<file path="src/rtl/bist_pkg.sv">
// bist_pkg: FSM state encoding and counter sizing helper for the logic-BIST controller.
package bist_pkg;
  localparam logic [2:0] IDLE = 3'd0, INIT = 3'd1, RUN = 3'd2, FLUSH = 3'd3, COMPARE = 3'd4, DONE = 3'd5;
  function automatic int cnt_bits(input int n);
    return $clog2(n + 1);
  endfunction
endpackage

</file>
<file path="src/rtl/bist_delay_line.sv">
// bist_delay_line: DEPTH-cycle delay of a 1-bit strobe; DEPTH=0 degenerates to a wire.
module bist_delay_line #(
  parameter int DEPTH = 2
) (
  input  logic clk,
  input  logic reset_n,
  input  logic clr_i,
  input  logic d_i,
  output logic q_o
);
  if (DEPTH == 0) begin : g_wire
    logic unused_ok;
    assign unused_ok = clk ^ reset_n ^ clr_i;
    assign q_o = d_i;
  end else begin : g_sr
    logic [DEPTH-1:0] sr_q;
    always_ff @(posedge clk or negedge reset_n)
      if (!reset_n) sr_q <= '0;
      else sr_q <= clr_i ? '0 : (sr_q << 1) | DEPTH'(d_i);
    assign q_o = sr_q[DEPTH-1];
  end
endmodule

</file>
<file path="src/rtl/bist_controller.sv">
// bist_controller: sequences one LFSR/MISR logic-BIST session and checks the final signature.
module bist_controller import bist_pkg::*; #(
  parameter int N_PATTERNS = 256,
  parameter int CNT_W = 16,
  parameter int CUT_LAT = 2,
  parameter int SIG_W = 121,
  parameter logic [SIG_W-1:0] GOLDEN = '0
) (
  input  logic             clk,
  input  logic             reset_n,
  input  logic             start,
  input  logic             abort,
  input  logic [SIG_W-1:0] signature,
  output logic             lfsr_init,
  output logic             lfsr_en,
  output logic             misr_init,
  output logic             misr_en,
  output logic             test_mode,
  output logic             busy,
  output logic             done,
  output logic             pass
);
  if (N_PATTERNS < 1 || CNT_W < cnt_bits(N_PATTERNS) || CUT_LAT < 0 || CUT_LAT > 15) begin : g_bad_cfg
    $error("bist_controller: N_PATTERNS/CNT_W/CUT_LAT out of range");
  end
  logic [2:0] state_q, state_d;
  logic [CNT_W-1:0] cnt_q, cnt_d;
  logic init_q, lfsr_en_q, act_q, done_q, pass_q, pass_d;
  always_comb begin
    state_d = state_q;
    cnt_d = cnt_q;
    if (abort) begin
      state_d = IDLE;
      cnt_d = '0;
    end else begin
      case (state_q)
        IDLE:    state_d = start ? INIT : IDLE;
        INIT:    begin state_d = RUN; cnt_d = '0; end
        RUN:     if (cnt_q == CNT_W'(N_PATTERNS - 1)) begin
                   state_d = (CUT_LAT == 0) ? COMPARE : FLUSH;
                   cnt_d = '0;
                 end else cnt_d = cnt_q + 1'b1;
        FLUSH:   if (cnt_q == CNT_W'(CUT_LAT - 1)) begin
                   state_d = COMPARE;
                   cnt_d = '0;
                 end else cnt_d = cnt_q + 1'b1;
        COMPARE: state_d = DONE;
        DONE:    state_d = start ? INIT : DONE;
        default: state_d = IDLE;
      endcase
    end
  end
  // pass latches the comparison on COMPARE->DONE and survives only while DONE persists
  assign pass_d = (state_d == DONE) & ((state_q == COMPARE) ? (signature == GOLDEN) : pass_q);
  always_ff @(posedge clk or negedge reset_n)
    if (!reset_n) begin
      state_q <= IDLE;
      cnt_q <= '0;
      init_q <= 1'b0;
      lfsr_en_q <= 1'b0;
      act_q <= 1'b0;
      done_q <= 1'b0;
      pass_q <= 1'b0;
    end else begin
      state_q <= state_d;
      cnt_q <= cnt_d;
      init_q <= state_d == INIT;
      lfsr_en_q <= state_d == RUN;
      act_q <= state_d inside {INIT, RUN, FLUSH, COMPARE};
      done_q <= state_d == DONE;
      pass_q <= pass_d;
    end
  bist_delay_line #(.DEPTH(CUT_LAT)) u_delay (
    .clk(clk), .reset_n(reset_n), .clr_i(abort), .d_i(lfsr_en_q), .q_o(misr_en)
  );
  assign lfsr_init = init_q;
  assign misr_init = init_q;
  assign lfsr_en = lfsr_en_q;
  assign test_mode = act_q;
  assign busy = act_q;
  assign done = done_q;
  assign pass = pass_q;
endmodule

</file>
<file path="config.mk">
export PLATFORM = sky130hd
export DESIGN_NAME = bist_controller
export DESIGN_NICKNAME = d
export VERILOG_FILES = /design/src/rtl/bist_pkg.sv /design/src/rtl/bist_delay_line.sv /design/src/rtl/bist_controller.sv
export SDC_FILE = /design/constraint.sdc
export NUM_CORES = 1
export LEC_CHECK = 0
export BUFFER_PORTS_ARGS = -buffer_cell sky130_fd_sc_hd__buf_2
export CAP_MARGIN = 25
export CORE_ASPECT_RATIO = 0.9
export CORE_UTILIZATION = 36
export CTS_CLUSTER_SIZE = 16
export DETAILED_ROUTE_END_ITERATION = 16
export PLACE_DENSITY_LB_ADDON = 0.1
export SYNTH_ARGS = -nofsm -noshare
export SYNTH_HDL_FRONTEND = slang
export SYNTH_SLANG_ARGS = --single-unit
export TNS_END_PERCENT = 1
</file>
<file path="constraint.sdc">
create_clock -name clk -period 1.9 [get_ports clk]
set_input_delay 0.19 -clock clk [delete_from_list [all_inputs] [get_ports clk]]
set_output_delay 0.19 -clock clk [all_outputs]
set_load 0.02 [all_outputs]
</file>
==> results by group <==
Worst setup path
  – Startpoint Class: flop
  – Crit end category: flop
  – R2R depth: 8
  – Worst reg2reg setup slack: 0.03 ns
  – CP bufs+invs: 2
  – Setup crit end: cnt_q[14]
  – Critical path class: flop to flop
  – CP arrival: 2.04 ns
  – WP data required: 2.07 ns
  – Worst r2r src: cnt_q[1]
  – WP depth: 8
  – CP max FO: 13
  – Crit-path slowest cell: dfrtp_1
  – Reg-to-Reg End: cnt_q[14]
  – Worst path max stage delay: 0.41 ns
  – Worst setup path start: cnt_q[1]
  – CP cell instances: inv_1 > ha_1 > nor4bb_1 > and4_4 > a211oi_4 > buf_12 > and3_1 > a221o_1
  – CP top delay family: simple AND/OR/NAND/NOR gates

STA
  – Fraction of the cycle the final worst path needs: 0.983
  – Slew @ Worst Pin: 0.593 ns
  – Final min period: 1.87 ns
  – Max-slew violations: 0
  – RSZ-0062 raised after global routing: true
  – Setup ws final: 0.0322 ns
  – Final Hold Vio Count: 0
  – Min Hold Slack: 0.180 ns
  – Clk_skew: 0.00301 ns
  – Achievable frequency: 535 MHz
  – # setup viols final: 0
  – Rel. slew slack: 0.604

Synthesis
  – Cell Area, Synth: 1680 µm²
  – Yosys reg bits: 26
  – Top FF cell, synth: dfrtp_1
  – Yosys cell types: 43
  – Sequential fraction of the synthesis area: 0.387
  – Synthesized Nets: 314
  – Avg Cell Area, Syn: 9.00 µm²
  – EDFF count, synth: 0
  – Ys async rst share: 1.00
  – Warnings from Yosys: 0
  – Syn Inst Count: 187

Final layout
  – Util after Layout: 0.602
  – Most common cell after layout, fill and taps aside: buf_2
  – Share of layout cells above drive strength 1: 0.507
  – Fin nets: 473
  – Most frequent cells in the layout: buf_2 (132), nor4_1 (34), dfrtp_1 (26), buf_4 (26), nor2_1 (13)
  – Final cell count without fillers: 407
  – Layout area overhead: 59.6%
  – Fill count: 385
  – # diodes: 0

Floorplan
  – Vert. Die Dim: 66.9 µm
  – Chip width: 74.1 µm
  – Initial core utilization: 0.377
  – Core area: 4460 µm²
  – Rows: 23
  – Top Ports: 133
  – DIE AREA: 4950 µm²

Run status
  – Status: completed

Drt
  – Starting DRT DRC Count: 65
  – Pre-antenna DRT Iters: 4
  – Detailed-route wire length: 5820 µm
  – DR vias: 2,108
  – Drt wl/cell: 14.3 µm
  – Via/cell ratio: 5.18
  – Final antenna-violating net count: 0
  – Remaining DRCs: 0

Clock network
  – Clock buffer depth: 2
  – Clk root buf: clkbuf_8
  – Setup Buffers After CTS: 0
  – Number of sinks on the clock net: 26
  – Clock transition at the registers of the reported paths: 0.09 ns
  – Latest clock arrival within the worst-skew pair: 0.28 ns
  – CTS tree: done
  – CTS H-tree depth: 1
  – CTS buffer count: 3

Min path
  – Hold Crit Class: input port to flop
  – Hold path depth: 2

Job
  – MaxCap Viol Count: 0

GRT
  – Largest net degree at the start of global routing: 27
  – Gr ovfl total: 0
  – Initial antenna violation count: 0
  – Vias in the first global route: 1,934
  – Tot GR Track Use: 0.237
  – First-pass GRT wire length: 8800 µm

Power and ir drop
  – Leakage: 0.00138 µW
  – Overall Power: 1250 µW
  – PwrDens: 466 nW/µm²
  – Peak VDD IR: 0.428 mV

Place
  – GP Congestion: 0.860
  – Post-Place Cells: 402
  – Worst slack at placement: 0.0453 ns
  – HPWL Detailed: 4880 µm
  – Port Buf Inserts: 132
area by class of cell:
type	count	area, µm²	share of cell area
clock buffer	4	55.1	0.0205
inverter	7	26.3	0.00978
multi-input combinational	148	991	0.369
sequential	26	651	0.242
tap	62	77.6	0.0289
timing repair buffer	160	886	0.330
cells by family after synthesis:
| group | after synthesis | synth area share |
|---|---|---|
| buffers and inverters | 13 | 0.0379 |
| XOR/XNOR | 2 | 0.0104 |
| flip-flops | 26 | 0.387 |
| AO/OA/AOI/OAI | 40 | 0.172 |
| adder cells (fa/ha/maj) | 2 | 0.0149 |
| multiplexers | 1 | 0.00595 |
| AND/OR/NAND/NOR | 103 | 0.372 |
per-layer routing:
| metal | global-route usage | up-vias | routed length (µm) |
|---|---|---|---|
| met4 | 0.0264 | 0 | 21 |
| li1 | - | 1052 | - |
| met1 | 0.310 | 983 | 2600 |
| met2 | 0.419 | 69 | 2880 |
| met5 | 0 | - | 0 |
| met3 | 0.0393 | 4 | 321 |
cell usage after synthesis (all sizes together), types with 2 or more instances:
master | number | area (µm²)
a21o | 5 | 37.5
a21oi | 5 | 25.0
a22o | 5 | 43.8
a31oi | 4 | 25.0
and3 | 5 | 31.3
buf | 3 | 26.3
clkbuf | 3 | 11.3
dfrtp | 26 | 651
ha | 2 | 25.0
inv | 6 | 22.5
nand2 | 12 | 45.0
nand2b | 2 | 12.5
nand3 | 8 | 40.0
nand4 | 10 | 77.6
nor2 | 13 | 48.8
nor2b | 3 | 18.8
nor3 | 6 | 41.3
nor4 | 38 | 263
o21ai | 9 | 45.0
o22ai | 2 | 12.5
o31ai | 2 | 15.0
xnor2 | 2 | 17.5
stage by stage:
stage | area [µm²] | TNS, ns
after global routing | 2690 | -0.131
after CTS | 2660 | 0
after floorplan | 1680 | 0
after detailed placement | 2600 | 0
after global placement | 2600 | 0
final | 2690 | 0
sequential cells by signal, summed over array words and instances, names as in the netlist:
register,flops
cnt_q,16
state_q,3
u_delay.g_sr.sr_q,2
busy,1
done,1
lfsr_en,1
lfsr_init,1
pass,1
power by group:
group	switching [µW]	internal, µW	leakage [µW]	total, µW
Clock	181	186	0.0000288	367
Combinational	142	163	0.000990	305
Sequential	12.4	568	0.000358	580
Total	336	916	0.00138	1250
how the worst min path moves through the flow:
stage	startpoint	end	slack, ns
finish	abort	u_delay.g_sr.sr_q[1]	0.18
global route	abort	u_delay.g_sr.sr_q[0]	0.19
CTS	abort	u_delay.g_sr.sr_q[1]	0.17
detailed placement	reset_n	u_delay.g_sr.sr_q[1]	0.23
global placement	reset_n	u_delay.g_sr.sr_q[1]	0.23
floorplan	reset_n	busy	-0.11
repair_timing:
item / 4_1_cts / 5_1_grt
resized for setup: 0 / 4
hold buffers: 1 / 0
hold endpoints to repair: 26 / 0
endpoints found under the setup margin: 0 / 8
Power figures use the tool's default switching activity.
